--- config.mk ---
export PLATFORM = sky130hd
export DESIGN_NAME = prio_enc_scan
export DESIGN_NICKNAME = d
export VERILOG_FILES = /design/src/rtl/prio_enc_scan.sv
export SDC_FILE = /design/constraint.sdc
export NUM_CORES = 1
export LEC_CHECK = 0
export CAP_MARGIN = 30
export CORE_UTILIZATION = 45
export DETAILED_ROUTE_END_ITERATION = 7
export GPL_ROUTABILITY_DRIVEN = 0
export PLACE_DENSITY_LB_ADDON = 0.3
export SLEW_MARGIN = 20
export SYNTH_ARGS = -nofsm -noshare
export SYNTH_HDL_FRONTEND = slang
export SYNTH_SLANG_ARGS = --single-unit
export TNS_END_PERCENT = 1
--- constraint.sdc ---
create_clock -name clk -period 2.3 [get_ports clk]
set_clock_uncertainty 0.1 [all_clocks]
set_input_delay 0.46 -clock clk [delete_from_list [all_inputs] [get_ports clk]]
set_output_delay 0.46 -clock clk [all_outputs]
set_load 0.03 [all_outputs]
--- src/rtl/prio_enc_scan.sv ---
// Registered priority scanner: captures an N-bit request vector through a
// valid/ready handshake, then emits the index of each set bit (one per
// accepted output beat) in priority order. An all-zero vector yields a
// single beat flagged with out_none.
module prio_enc_scan #(
  parameter int N         = 8,
  parameter bit MSB_FIRST = 1'b0,
  localparam int W        = $clog2(N)
) (
  input  logic         clk,
  input  logic         rst_n,
  input  logic         en,
  input  logic         in_valid,
  output logic         in_ready,
  input  logic [N-1:0] in_vec,
  output logic         out_valid,
  input  logic         out_ready,
  output logic [W-1:0] out_idx,
  output logic         out_last,
  output logic         out_none,
  output logic         busy
);

  typedef enum logic {
    IDLE = 1'b0,
    EMIT = 1'b1
  } state_t;

  state_t       state;
  logic [N-1:0] pend;
  logic         none_r;

  logic         capture;
  logic         accept;
  logic         emitting;

  // Index of the highest-priority set bit; returns 0 for an empty vector.
  function automatic logic [W-1:0] prio_index(input logic [N-1:0] vec);
    logic [W-1:0] idx;
    idx = '0;
    if (MSB_FIRST) begin
      // Ascending sweep: the last hit is the highest set index.
      for (int i = 0; i < N; i++) begin
        if (vec[i]) idx = W'(i);
      end
    end else begin
      // Descending sweep: the last hit is the lowest set index.
      for (int i = N - 1; i >= 0; i--) begin
        if (vec[i]) idx = W'(i);
      end
    end
    return idx;
  endfunction

  // True when at most one bit of the vector is set (clearing the lowest
  // set bit leaves nothing behind).
  function automatic logic at_most_one(input logic [N-1:0] vec);
    logic [N-1:0] one;
    one = {{(N-1){1'b0}}, 1'b1};
    return ((vec & (vec - one)) == '0);
  endfunction

  // Output decode and handshake qualifiers; everything derives from state,
  // pend and none_r, never from in_vec, so the output side has no
  // combinational dependency on the input vector.
  always_comb begin
    emitting  = (state == EMIT);
    busy      = emitting;
    out_valid = en & emitting;
    out_idx   = prio_index(pend);
    out_last  = emitting & at_most_one(pend);
    out_none  = emitting & none_r;
    accept    = out_valid & out_ready;
    // The out_ready -> in_ready path lets a new vector be captured on the
    // same edge that retires the final beat, so consecutive vectors stream
    // without a bubble.
    in_ready  = en & (~emitting | (accept & out_last));
    capture   = in_valid & in_ready;
  end

  // Scan state machine: capture loads a fresh vector, each accepted beat
  // clears the emitted bit, the final beat returns to IDLE unless a new
  // capture happens on the same edge. en=0 freezes everything.
  always_ff @(posedge clk or negedge rst_n) begin
    if (!rst_n) begin
      state  <= IDLE;
      pend   <= '0;
      none_r <= 1'b0;
    end else if (en) begin
      if (capture) begin
        pend   <= in_vec;
        none_r <= (in_vec == '0);
        state  <= EMIT;
      end else if (accept) begin
        pend[out_idx] <= 1'b0;
        if (out_last) begin
          state <= IDLE;
        end
      end
    end
  end

endmodule

* Yosys cells after proc, flatten, opt, wreduce, memory -nomap -nowiden *
Cells that the tools add are included.

storage, ports and cells
  bits in registers = 10
  bits of input ports = 13
  logic and storage cells = 41

cells by class
  add/sub/neg operators = 1
  $lt $le $gt $ge = 2
  mux-type cells = 15
  bitwise operators = 12
  reductions and logical operators = 8

operators by type and width
  operator                                              count
  2-to-1 mux 3 bit                                      8
  AND 8 bit                                             2
  zero test 8 bit                                       2
  2-to-1 mux 8 bit                                      2
  inverter 8 bit                                        1
  subtractor 8 x 1 -> 8 bit (second input constant)     1
  AND 1 bit                                             7
  < comparator 3 x 4 -> 1 bit (second input constant)   1
  2-to-1 mux 1 bit                                      4
  AND reduction 2 bit                                   2
  nonzero test 2 bit                                    2
  demux 1 bit (select 3 bit)                            1
  >= comparator 3 x 1 -> 1 bit (second input constant)  1
  AND reduction 3 bit                                   1
  logical AND 1 bit                                     1
  inverter 1 bit                                        1
  bitwise OR 1 bit                                      1

* Depth between registers and ports, before layout *
Gate-level depths: netlist of run 1.

  depth after elaboration = 16
  mapped depth = 5

* Worst setup path before layout of run 1 *
OpenSTA, ideal clock, no wires.

  path kind = register -> output
  start point = register pend[1]
  end point = output port out_last
  data arrival time = 1.988 ns
  required time = 1.740 ns
  setup slack = -0.248 ns
  cell stages (with the launch flop) = 6
  path buffers = 1
  cell sequence = dfrtp_1 -> buf_6 -> nor4_2 -> nand2_1 -> maj3_1 -> nor3b_1

between the ends
  cells in the longest elaborated chain, start to end = 4

ends and longest elaborated chain
  what                       line  source
  start, declared            30    logic [N-1:0] pend;
  start signal, assigned     91    pend <= in_vec;
  subtractor 8 x 1 -> 8 bit  60    return ((vec & (vec - one)) == '0);
  AND 8 bit (*)              60
  zero test 8 bit (*)        60
  AND 1 bit (*)              71    out_last = emitting & at_most_one(pend);
  end, declared              19    output logic out_last,

Every way passes the cells marked *; elsewhere a longest branch is shown, timed or not.

* Worst setup path after layout of run 1 *
  start point = register pend[3]
  end point = output port in_ready

between the ends
  cells in the longest elaborated chain, start to end = 7

ends and longest elaborated chain
  what                       line  source
  subtractor 8 x 1 -> 8 bit  60
  AND 8 bit (*)              60
  zero test 8 bit (*)        60
  AND 1 bit (*)              71
  AND 1 bit (*)              77    in_ready = en & (~emitting | (accept & out_last));
  bitwise OR 1 bit (*)       77
  AND 1 bit (*)              77
  end, declared              14    output logic in_ready,

Marked as above.

==> results of run 1 <==
-- cells in the final DEF, fill, tap and decap left out, drive strengths merged, types with 2 or more instances in the layout --
cell type      synthesis  layout
and2                   2       2
nand2                  8       8
buf                    3      18
o2bb2ai                3       3
nand3                  2       2
a21oi                  3       3
o211a                  2       2
o21ai                  2       2
nor4                   4       4
nor3                   5       5
maj3                   2       2
and3                   3       3
inv                    4       4
dfrtp                 10      10
clkbuf                 1       5
a21o                   4       4
a22o                   2       2
clkdlybuf4s50          0      14
nor2                   2       2
or2                    2       2
-- kinds of logic (layout without fill, tap and decap cells) --
family,count (synthesis),after routing,share of synthesized area
compound gates,22,22,0.2646
fa+ha+maj,2,2,0.02998
mux,2,2,0.02998
flops,10,10,0.3527
buf+inv,8,42,0.06524
simple gates,33,33,0.2575
-- cells in the mapped netlist (2+ instances only) --
cell	count
dfrtp_1	10
nand2_1	8
nor3_1	5
a21o_2	4
inv_1	4
a21oi_1	3
and3_1	3
nor4_1	3
o2bb2ai_1	3
a22o_1	2
and2_1	2
buf_6	2
nand3_1	2
nor2_1	2
o211a_1	2
o21ai_0	2
-- power by group --
part           leakage (nW)  internal [mW]  switching [mW]
logic                 0.353          0.543           0.548
clock network        0.0210         0.0960          0.0575
registers             0.122          0.255           0.139
total                 0.495          0.894           0.745
-- per-stage QoR --
step	hold WS, ns	setup TNS, ns
finish	0.4086	-0.1425
global placement	0.4065	-0.01356
detailed placement	0.4078	-0.06562
global route	0.4410	-0.3424
floorplan	0.06441	0
CTS	0.4148	-0.2810
-- critical path: stages (launching register included) --
cell,delay (ns)
dfrtp_1,0.45
maj3_2,0.31
o21a_2,0.21
or3_4,0.37
o21ai_2,0.07
buf_6,0.15
-- final cells by class --
cell class / count / area (um^2) / area share
Multi-Input combinational cell: 59 / 436.7 / 0.4140
Timing Repair Buffer: 34 / 292.8 / 0.2776
Sequential cell: 10 / 255.2 / 0.2420
Clock buffer: 4 / 36.28 / 0.03440
Tap cell: 15 / 18.77 / 0.01779
Inverter: 4 / 15.01 / 0.01423
-- state kept, by name (all words and copies together) (netlist names) --
signal  count
busy        1
none_r      1
pend        8
-- metal layers --
| layer | global-route usage | wire length [um] |
|---|---|---|
| met5 | 0 | 0 |
| met4 | 0.1548 | 64 |
| met3 | 0.01739 | 54 |
| met2 | 0.4000 | 928 |
| met1 | 0.3111 | 787 |
-- final timing paths --
check	start	slack, ns	endpoint
setup / recovery	pend[3]	-0.08	in_ready
hold / removal	rst_n	0.41	pend[6]
setup reg to reg	pend[3]	0.31	none_r
hold reg to reg	none_r	0.45	none_r
max in group asynchronous	rst_n	1.36	pend[0]
min in group clk	none_r	0.45	none_r
-- timing repair --
item	in CTS	in global routing
gates resized for setup	8	6
setup endpoints to repair	4	3
hold buffers	0	0
cloned	0	0
endpoints found under the hold margin	0	0
pin swaps	0	5
buffers inserted	3	4
==> flow_summary_export.csv, run 1 <==
group,metric,value,unit
sta,slew_headroom,0.6922,
clock_network,cts-htree-levels,1,
clock_network,clk-insertion-delay-late,0.26,ns
clock_network,clock-sinks,10,
pwr,leakagePower,0.4954,nW
sta,fmax,419.6,MHz
worst_setup_path,reg2reg_depth,5,
floorplan,fp.dieH,41.71,um
final_layout,finish.instance_area,1055,um^2
sta,worst_slack,-0.08346,ns
global_route,grt_pass1_vias,753,
drt,drt-pass1-iter-count,4,
yosys,ys_top_cells_by_area,"dfrtp_1 (35%), a21o_2 (4.9%), nand2_1 (4.2%)",
worst_setup_path,critPathMaxFanout,6,
outcome,status,"complete, but fails checks",
sta,final_hold_viol_count,0,
sta,fin_crit,2.383,ns
global_route,antenna_found_initial,0,
floorplan,start_util,0.5131,
yosys,postSynthAreaPerCell,9.213,um^2
global_route,gr-total-overflow,0,
global_route,grt_first_pass_wirelength,3277,um
yosys,dominantRegCellSynth,"dfrtp_1",
drt,ant_nets,0,
floorplan,dieArea,1739,um^2
sta,period_share,1.036,
floorplan,rows,13,
pwr,p_total,1.639,mW
yosys,yosysSeqAreaShare,0.3527,
floorplan,io_pins,21,
sta,rsz0062_at_grt,"yes",
placed_design,placed_cells,115,
yosys,ys_types,36,
worst_setup_path,cp.required,1.74,ns
drt,vias,740,
placed_design,hpwl,1308,um
yosys,postSynthCellCount,77,
pwr,irDropWorstVdd,0.8044,mV
worst_setup_path,critPathKind,"reg -> out",
placed_design,dpl-instance-area,944.7,um^2
final_layout,utilization,0.7629,
yosys,synth_top_area_frac,0.3527,
yosys,synth_seq_cells,10,
floorplan,die_x,41.71,um
pwr,power_density,1554,nW/um^2
worst_setup_path,cp-start-kind,"register",
drt,wl_per_cell,14.56,um
placed_design,io_buffers,20,
job,timing.max_cap.violations,0,
sta,setup_violations,2,
final_layout,fin_cells,126,
drt,first_iter_violations,20,
final_layout,n_antenna_cell,0,
worst_setup_path,worstPathArrival,1.82,ns
min_path,hp-class,"in -> async",
clock_network,clk_path_buf_depth,2,
global_route,grt_max_degree,11,
clock_network,cts_buffers,3,
clock_network,cts_root_buffer,"clkbuf_4",
clock_network,cts_tree,"yes",
drt,viasPerCell,5.873,
sta,worst_pin_slew,0.4617,ns
floorplan,core,1383,um^2
outcome,violations,"setup timing",
yosys,postSynth.asyncResetShare,1.000,
yosys,yosys_warnings,0,
placed_design,place_ws,-0.06562,ns
final_layout,layout.nets,125,
final_layout,fillCellCount,102,
worst_setup_path,worstSetupEndpointType,"output pin",
drt,drcViolationCount,0,
yosys,synth_edf_count,0,
final_layout,syn_to_final_growth,48.68,%
yosys,netlist_area,709.4,um^2
global_route,grtUsageTotal,0.2447,
final_layout,drive_gt1_frac,0.3694,
yosys,syn-num-nets,90,
sta,drv_slew,0,
clock_network,clkTransAtPathRegs,0.07,ns
drt,drt_wl_total,1835,um
yosys,synth_area_leader_cell,"dfrtp_1",
(Power assumes the default switching activity.)
==> inputs of run 2 (changes only) <==
CORE_MARGIN = 2   (was unset)
==> flow_summary_export.csv, run 2 (synthesis results as in run 1) <==
group,metric,value,unit
global_route,grtUsageTotal,0.2047,
sta,period_share,1.057,
worst_setup_path,critPathKind,"reg -> out",
final_layout,syn_to_final_growth,49.21,%
clock_network,cts_root_buffer,"clkbuf_4",
worst_setup_path,ff2ff_setup_slack,0.33,ns
final_layout,largest_register,"pend",
drt,wl_per_cell,14.63,um
worst_setup_path,worstSetupEndpointType,"output pin",
global_route,grt_max_degree,11,
floorplan,io_pins,21,
final_layout,layout_commonest_cell,"buf_4",
global_route,gr-total-overflow,0,
clock_network,clkTransAtPathRegs,0.07,ns
sta,setup_tns,-0.2116,ns
sta,fmax,411.3,MHz
drt,first_iter_violations,13,
clock_network,clock-sinks,10,
final_layout,n_antenna_cell,0,
final_layout,largest_reg_flops,8,
floorplan,core,1489,um^2
clock_network,clk-insertion-delay-late,0.28,ns
worst_setup_path,startpoint,"pend[1]",
floorplan,rows,14,
placed_design,io_buffers,20,
global_route,grt_first_pass_wirelength,2842,um
final_layout,final_cell_mix,"buf_4 (16), clkdlybuf4s50_1 (14), nand2_1 (8)",
sta,setup_violations,2,
sta,drv_slew,0,
worst_setup_path,critPathMaxStageDelay,0.46,ns
pwr,power_density,1567,nW/um^2
sta,rsz0062_at_grt,"yes",
min_path,hp-class,"in -> async",
clock_network,cts_tree,"yes",
sta,holdWs,0.3947,ns
sta,fin_crit,2.431,ns
final_layout,layout.nets,124,
pwr,leakagePower,0.4893,nW
global_route,antenna_found_initial,0,
sta,worst_slack,-0.1313,ns
worst_setup_path,crit_chain,"a2111o_1, o21a_2, or3_4, o21ai_4, buf_6",
final_layout,final-seq-area,257.7,um^2
drt,drt-pass1-iter-count,4,
clock_network,cts-htree-levels,1,
worst_setup_path,cp-start-kind,"register",
worst_setup_path,rr_startpoint,"pend[1]",
drt,viasPerCell,5.786,
worst_setup_path,cp.required,1.74,ns
drt,ant_nets,0,
drt,vias,729,
global_route,grt_pass1_vias,627,
final_layout,multi_input_area,444.2,um^2
floorplan,dieArea,1910,um^2
clock_network,cts_buffers,3,
worst_setup_path,cpMaxStageDelayCell,"dfrtp_2",
floorplan,start_util,0.4765,
worst_setup_path,reg2reg_depth,5,
floorplan,fp.dieH,43.71,um
outcome,violations,"setup timing",
outcome,status,"complete, but fails checks",
job,timing.max_cap.violations,0,
worst_setup_path,rr_endpoint,"none_r",
final_layout,fillCellCount,126,
worst_setup_path,endpoint,"in_ready",
sta,worst_pin_slew,0.4548,ns
worst_setup_path,worstPathArrival,1.87,ns
clock_network,clk_path_buf_depth,2,
sta,slew_headroom,0.6959,
sta,final_hold_viol_count,0,
final_layout,utilization,0.7109,
placed_design,hpwl,1232,um
drt,drt_wl_total,1844,um
worst_setup_path,critPathMaxFanout,7,
drt,drcViolationCount,0,
pwr,irDropWorstVdd,0.7661,mV
final_layout,drive_gt1_frac,0.3818,
floorplan,die_x,43.71,um
==> run 2: final cells by class <==
class | instances | area share
Multi-Input combinational cell | 59 | 0.4196
Timing Repair Buffer | 33 | 0.2695
Clock buffer | 4 | 0.03428
Inverter | 4 | 0.01418
Tap cell | 16 | 0.01891
Sequential cell | 10 | 0.2435
==> run 2: how the worst min path moves through the flow <==
stage,startpoint,end,slack (ns)
floorplan,rst_n,busy,0.06
global placement,none_r,none_r,0.41
detailed placement,none_r,none_r,0.42
CTS,rst_n,pend[7],0.42
global route,rst_n,pend[6],0.45
finish,rst_n,pend[6],0.39
==> run 2: worst max-delay path: cells and delay by family, from the launching register on <==
kind	cells	cell delay (ns)
flops	1	0.46
compound gates	3	0.60
buf+inv	1	0.15
simple gates	1	0.38
==> run 2: per-stage QoR <==
stage               power [mW]  setup slack (ns)  area, um^2  cells
floorplan                1.028           0.02572       714.4     77
global placement         1.323          -0.01121       938.4    115
detailed placement       1.346          -0.03836       938.4    115
CTS                      1.518           -0.1573       985.9    119
global route             1.766           -0.1923        1059    126
finish                   1.658           -0.1313        1059    126
==> run 2: timing repair <==
| action | 4_1_cts | 5_1_grt |
|---|---|---|
| pin swaps | 1 | 4 |
| gates cloned | 0 | 0 |
| buffers inserted | 0 | 7 |
| setup endpoints to repair | 4 | 4 |
| resized for setup | 7 | 11 |
| endpoints found under the hold margin | 0 | 0 |
| hold buffers | 0 | 0 |
==> run 2: layer usage <==
metal | routed length, um | track usage
met5 | 0 | 0
met4 | 32 | 0.09091
met3 | 88 | 0.03750
met2 | 926 | 0.3206
met1 | 797 | 0.2751
==> run 2: where the power goes <==
group | total, mW | switching [mW] | internal (mW)
Combinational | 1.10 | 0.557 | 0.542
Clock | 0.167 | 0.0703 | 0.0964
Sequential | 0.393 | 0.135 | 0.258
==> inputs of run 3 (changes only) <==
HOLD_SLACK_MARGIN = 0.08   (was unset)
==> results of run 3 <==
The final DEF is identical to that of run 2; final timing and power are the same.
